===== config.mk =====
export PLATFORM = sky130hd
export DESIGN_NAME = piso_tx
export DESIGN_NICKNAME = d
export VERILOG_FILES = /design/src/rtl/piso_tx.sv
export SDC_FILE = /design/constraint.sdc
export NUM_CORES = 1
export LEC_CHECK = 0
export BUFFER_PORTS_ARGS = -buffer_cell sky130_fd_sc_hd__buf_2
export CORE_MARGIN = 1
export CORE_UTILIZATION = 46
export DETAILED_ROUTE_END_ITERATION = 6
export PLACE_DENSITY_LB_ADDON = 0.2
export REMOVE_ABC_BUFFERS = 1
export SLEW_MARGIN = 5
export SYNTH_ARGS = -nofsm -noshare
export SYNTH_HDL_FRONTEND = slang
export SYNTH_SLANG_ARGS = --single-unit

===== constraint.sdc =====
create_clock -name C -period 1.7 [get_ports C]
set_clock_uncertainty 0.2 [all_clocks]
set_input_delay 0.255 -clock C [delete_from_list [all_inputs] [get_ports C]]
set_output_delay 0.255 -clock C [all_outputs]
set_load 0.1 [all_outputs]

===== src/rtl/piso_tx.sv =====
// Parallel-in, serial-out transmitter: valid/ready word accept, LSB-first serial frame on Q/QV.
// Optional even-parity trailer bit enabled by defining PISO_TX_PARITY_EN.
//
// state | meaning
// IDLE  | RDY high, waiting for LD; Q/QV/DONE low
// SHIFT | frame in progress; Q carries bit cnt_q, DONE on the final frame bit
module piso_tx #(
   parameter int WIDTH = 8
) (
   input  logic             C,
   input  logic             R,
   input  logic [WIDTH-1:0] D,
   input  logic             LD,
   output logic             RDY,
   output logic             Q,
   output logic             QV,
   output logic             DONE
);

   localparam int CW = $clog2(WIDTH + 2);
`ifdef PISO_TX_PARITY_EN
   localparam int FRAME = WIDTH + 1;
`else
   localparam int FRAME = WIDTH;
`endif
   localparam logic [CW-1:0] LAST = CW'(FRAME - 1);

   typedef enum logic {
      IDLE  = 1'b0,
      SHIFT = 1'b1
   } state_t;

   state_t           state_q, state_d;
   logic [WIDTH-1:0] sh_q, sh_d;
   logic [CW-1:0]    cnt_q, cnt_d;
   logic             last;
   logic             bit_out;

`ifdef PISO_TX_PARITY_EN
   logic par_q, par_d;

   always_ff @(posedge C or negedge R) begin
      if (!R) par_q <= 1'b0;
      else    par_q <= par_d;
   end

   always_comb begin
      par_d = par_q;
      if (state_q == IDLE && LD) par_d = ^D;
   end

   // Data register is empty by the time the parity slot is reached.
   assign bit_out = (cnt_q == CW'(WIDTH)) ? par_q : sh_q[0];
`else
   assign bit_out = sh_q[0];
`endif

   always_ff @(posedge C or negedge R) begin
      if (!R) begin
         state_q <= IDLE;
         sh_q    <= '0;
         cnt_q   <= '0;
      end else begin
         state_q <= state_d;
         sh_q    <= sh_d;
         cnt_q   <= cnt_d;
      end
   end

   assign last = (cnt_q == LAST);

   always_comb begin
      state_d = state_q;
      sh_d    = sh_q;
      cnt_d   = cnt_q;
      RDY     = 1'b0;
      Q       = 1'b0;
      QV      = 1'b0;
      DONE    = 1'b0;
      case (state_q)
         IDLE: begin
            RDY = 1'b1;
            if (LD) begin
               sh_d    = D;
               cnt_d   = '0;
               state_d = SHIFT;
            end
         end
         SHIFT: begin
            Q     = bit_out;
            QV    = 1'b1;
            DONE  = last;
            sh_d  = {1'b0, sh_q[WIDTH-1:1]};
            cnt_d = cnt_q + CW'(1);
            if (last) state_d = IDLE;
         end
         default: state_d = IDLE;
      endcase
   end

endmodule


==> flow_summary.toml, run 1 <==
[cells_and_area]
final_nets = 91
drive_gt1_share_pct = 32.05
area_growth_pct = 33.95
nFillCells = 94
insertedDiodeCount = 0
layout_commonest_cell = "dfrtp_1"
fin_util_pct = 70.02
layout_common_cells = "dfrtp_1 (13), nand2_1 (11), buf_2 (10)"

[clock_tree]
clock-sinks = 13
clk_latency_ns = 0.27
clockBufferDepth = 2
clockRootBuffer = "clkbuf_4"
clk_pin_slew_ns = 0.08
htree_levels = 1
cts_tree = "yes"
cts_buffers = 3

[logic_synthesis]
yosys_warnings = 0
avgSynthCellArea_um2 = 10.42
syn_inst = 58
synth_cell_types = 19
ys_seq_area_share_pct = 53.83
syn-cell-area_um2 = 604.3
yosys_register_bits = 13

[timing]
max_slew_margin_pct = 79.09
period_minus_slack_ns = 1.759
fmax_ghz = 0.5685
timing.final.crit_share_pct = 103.5
tightest_slew_ns = 0.3137
hold_viol_final = 0
worst_slack_ns = -0.05892
rsz0062_at_grt = "yes"
maxSlewViolCount = 0
setup_viol = 1

[power_and_ir_drop]
power.net_switching_uw = 710.5
pwr-share-seq_pct = 32.7
clkPwrFrac_pct = 12.0
fin_total_pwr_uw = 1574
swShare_pct = 45.14
power_frac_comb_pct = 55.3
p_leak_uw = 0.0003869
p_int_uw = 863.5
power_density_nw_per_um2 = 1944
vdd_drop_max_mv = 1.071

[detailed_routing]
vias_per_cell = 4.946
wirelength_um = 1188
drc = 0
dr.pass1.iters = 4
wire_per_inst_um = 12.91
antenna_left = 0
drt_iter0_markers = 10
dr_total_vias = 455

[place]
place_congestion = 0.6949
port_buffers = 14
dpl.hpwl_um = 752.5

[critical_path]
critical_path_required_ns = 1.24
endpoint_kind = "primary output"
critical_path_arrival_ns = 1.30
crit_path_max_fanout = 3
worstSetupPathType = "flip-flop to primary output"
cp-start-kind = "flip-flop"

[floorplan]
dieArea_um2 = 1463
pin_count = 15
rows = 12
core_area_um2 = 1156
dieWidth_um = 38.25
start_util_pct = 52.27
die_h_um = 38.25

[global_routing]
grt_pass1_wl_um = 1945
grt-ovfl-total = 0
grt_max_degree = 14
antenna_found_initial = 0
grt_use_total_pct = 21.00
first_global_vias = 436

[status]
outcome = "finished, violations left"
violations = "negative setup slack"

[job]
max-cap-violations = 0

[worst_hold_path]
hold_path.class = "input port to flip-flop"
## kinds of logic after synthesis
family | Yosys count | share of synthesized area [%]
multiplexers | 8 | 13.25
buffers and inverters | 5 | 5.174
AO/OA/AOI/OAI | 12 | 10.35
XOR/XNOR | 2 | 2.899
adder cells (fa/ha/maj) | 1 | 2.070
AND/OR/NAND/NOR | 17 | 12.42
flip-flops | 13 | 53.83
## area by class of cell
class / count / area (µm²) / area share, %
multi-input cells: 40 / 259.0 / 31.99
clock buffers: 4 / 26.28 / 3.246
repair buffers: 19 / 173.9 / 21.48
inverters: 2 / 7.507 / 0.9274
well taps: 14 / 17.52 / 2.164
flip-flops and latches: 13 / 325.3 / 40.19
## state kept, by name (all words and copies together), names as in the netlist
name	count
sh_q	8
cnt_q	4
state_q	1
## cell usage after synthesis
cell type	number	area, µm²
a21oi_1	1	5.000
and2_1	1	6.260
buf_2	1	5.000
buf_4	1	7.510
buf_6	1	11.26
dfrtp_1	13	325.3
ha_1	1	12.51
inv_1	1	3.750
inv_2	1	3.750
mux2i_1	8	80.08
nand2_1	12	45.04
nand3_1	2	10.01
nor2_1	1	3.750
nor3_2	1	10.01
o21ai_0	4	20.02
o21ai_1	5	25.02
o22ai_1	2	12.51
xnor2_1	1	8.760
xor2_1	1	8.760
## power by group through the flow
stage / clock (µW) / sequential, µW / combinational (µW)
after global placement: 0 / 508 / 808
final: 189 / 514 / 871
after global routing: 209 / 526 / 938
after CTS: 194 / 508 / 855
after floorplan: 0 / 608 / 419
after detailed placement: 0 / 513 / 817
## worst paths after layout
kind                                      startpoint              endpoint  slack (ns)  depth (start not counted)
worst max-delay path            cnt_q[1]$_DFFE_PN0P_                  DONE       -0.06                          4
worst min-delay path                            D[7]   sh_q[7]$_DFFE_PN0P_        0.06                          3
worst max register to register  cnt_q[1]$_DFFE_PN0P_     state_q$_DFF_PN0_        0.49                          4
worst min register to register   sh_q[1]$_DFFE_PN0P_   sh_q[0]$_DFFE_PN0P_        0.29                          2
max in group asynchronous                          R   sh_q[3]$_DFFE_PN0P_        0.87                          2
min in group asynchronous                          R  cnt_q[3]$_DFFE_PN0P_        0.19                          2
## metrics by stage
step	hold WS (ns)	cells	cell area [µm²]	TNS [ns]	worst slack, ns
floorplan	-0.2406	55	580.6	-7.430	-1.870
global placement	-0.04101	86	750.7	0	0.2177
detailed placement	-0.03679	86	750.7	0	0.1962
CTS	0.06119	92	800.8	-0.04947	-0.04947
global route	0.04327	92	809.5	-0.1202	-0.1202
finish	0.06008	92	809.5	-0.05892	-0.05892
## critical path, stage by stage, from the launching register on
cell and delay [ns]:
dfrtp_1 0.37, ha_2 0.20, nand2_2 0.07, nor3_4 0.18, buf_12 0.21
## timing repair
action | in CTS | in global routing
hold endpoints to repair | 13 | 0
setup buffers | 1 | 0
hold buffers | 1 | 0
resized for setup | 1 | 3
endpoints found under the setup margin | 1 | 2
## routing by layer
metal / GRT usage [%] / wire (µm)
met1: 24.62 / 553
met5: 0 / 0
met3: 5.233 / 36
met4: 13.39 / 20
met2: 33.90 / 577
Power figures use the tool's default switching activity.
==> run 2, diff against run 1 <==
--- a/config.mk
+++ b/config.mk
@@ -7,9 +7,10 @@
 export LEC_CHECK = 0
 export BUFFER_PORTS_ARGS = -buffer_cell sky130_fd_sc_hd__buf_2
 export CORE_MARGIN = 1
-export CORE_UTILIZATION = 46
+export CORE_UTILIZATION = 44
 export DETAILED_ROUTE_END_ITERATION = 6
 export PLACE_DENSITY_LB_ADDON = 0.2
+export RECOVER_POWER = 25
 export REMOVE_ABC_BUFFERS = 1
 export SLEW_MARGIN = 5
 export SYNTH_ARGS = -nofsm -noshare
==> constraint.sdc (replaced) <==
create_clock -name C -period 1.5 [get_ports C]
set_clock_uncertainty 0.2 [all_clocks]
set_input_delay 0.15 -clock C [delete_from_list [all_inputs] [get_ports C]]
set_output_delay 0.15 -clock C [all_outputs]
set_load 0.1 [all_outputs]
==> flow_summary.toml, run 2 (synthesis results as in run 1) <==
[status]
outcome = "finished, violations left"
violations = "negative setup slack"

[timing]
rsz0062_at_grt = "yes"
tightest_slew_ns = 0.7364
max_slew_margin_pct = 50.90
setup_viol = 2
timing.final.crit_share_pct = 111.3
hold-worst-slack_ns = 0.02110
maxSlewViolCount = 0
hold_viol_final = 0
worst_slack_ns = -0.1698
fmax_ghz = 0.5989
period_minus_slack_ns = 1.670

[clock_tree]
clk_latency_ns = 0.27
cts_tree = "yes"
htree_levels = 1
clockBufferDepth = 2
clockRootBuffer = "clkbuf_4"
cts_buffers = 3
clock-sinks = 13
clk_pin_slew_ns = 0.08

[critical_path]
critical_path_required_ns = 1.15
worstSetupPathType = "flip-flop to primary output"
r2r-start = "cnt_q[0]$_DFFE_PN0P_"
cp-startpoint = "cnt_q[0]$_DFFE_PN0P_"
critical_path_arrival_ns = 1.32
endpoint_kind = "primary output"
crit_path_max_fanout = 4
cp-start-kind = "flip-flop"

[global_routing]
first_global_vias = 471
grt_max_degree = 14
grt_use_total_pct = 21.61
grt-ovfl-total = 0
grt_pass1_wl_um = 2056
antenna_found_initial = 0

[floorplan]
rows = 12
dieArea_um2 = 1526
start_util_pct = 50.95
dieWidth_um = 39.06
core_area_um2 = 1186
pin_count = 15
die_h_um = 39.06

[power_and_ir_drop]
power_density_nw_per_um2 = 2045
p_leak_uw = 0.0004111
pwr-share-seq_pct = 32.8
vdd_drop_max_mv = 1.478
power.net_switching_uw = 807.3
p_int_uw = 981.3
fin_total_pwr_uw = 1789
clkPwrFrac_pct = 12.0
swShare_pct = 45.14
power_frac_comb_pct = 55.2

[cells_and_area]
nFillCells = 93
largest_reg_flops = 8
final_nets = 98
drive_gt1_share_pct = 28.24
layout_common_cells = "dfrtp_1 (13), nand2_1 (11), buf_2 (9)"
fin_util_pct = 73.73
top_register = "sh_q"
area_growth_pct = 44.72
layout_commonest_cell = "dfrtp_1"
insertedDiodeCount = 0
reg_top3 = "sh_q x8, cnt_q x4, state_q x1"

[detailed_routing]
dr_total_vias = 504
antenna_left = 0
vias_per_cell = 5.091
dr.pass1.iters = 4
drt_iter0_markers = 6
wire_per_inst_um = 12.67
drc = 0
wirelength_um = 1254

[worst_hold_path]
hold_path.class = "input port to flip-flop"
hp-start = "D[0]"

[place]
port_buffers = 14
dpl.hpwl_um = 759
place_congestion = 0.6815

[job]
max-cap-violations = 0
==> run 2: critical path, stage by stage, from the launching register on <==
cell,delay [ns]
dfrtp_1,0.39
ha_2,0.21
nand2_2,0.06
nor3_4,0.17
buf_12,0.20
==> run 2: final cells by class <==
type                    count  area [µm²]  area share (%)
clock buffers               4       26.28           3.004
multi-input cells          40       259.0           29.61
inverters                   2       7.507          0.8584
flip-flops and latches     13       325.3           37.20
repair buffers             26       239.0           27.32
well taps                  14       17.52           2.003
==> run 2: power groups by stage <==
stage               Sequential, µW  Clock [µW]  Combinational [µW]
global route                   603         238                1060
detailed placement             584           0                 928
CTS                            585         222                 968
global placement               576           0                 918
finish                         587         214                 987
floorplan                      689           0                 475
==> run 2: path summary, 6_finish.rpt <==
path / end / slack [ns] / cells past startpoint
worst max-delay path: DONE / -0.17 / 4
worst min-delay path: sh_q[0]$_DFFE_PN0P_ / 0.02 / 3
worst max register to register: state_q$_DFF_PN0_ / 0.27 / 4
worst min register to register: sh_q[2]$_DFFE_PN0P_ / 0.29 / 2
max in group asynchronous: sh_q[4]$_DFFE_PN0P_ / 0.39 / 2
min in group asynchronous: sh_q[5]$_DFFE_PN0P_ / 0.24 / 2
==> run 2: metrics by stage <==
stage          TNS (ns)  cell area (µm²)  setup WS, ns  cells
3_5_place_dp          0            750.7       0.09144     86
4_1_cts         -0.2472            868.3       -0.1738     98
6_report        -0.2434            874.6       -0.1698     99
2_1_floorplan    -10.01            580.6        -2.061     55
5_1_grt         -0.3857            874.6       -0.2399     99
3_3_place_gp          0            750.7        0.1220     86
==> run 2: timing repair <==
item                       in CTS  in global routing
buffers inserted                0                  1
resized for setup               3                  0
setup endpoints to repair       2                  3
hold endpoints to repair       20                  0
hold buffers                    8                  0
==> run 2: per-layer routing <==
metal	up-vias	track usage (%)	wire length (µm)
li1	250	-	-
met1	237	24.81	567
met2	15	35.83	624
met3	2	5.202	53
met4	0	12.93	9
met5	-	0	0
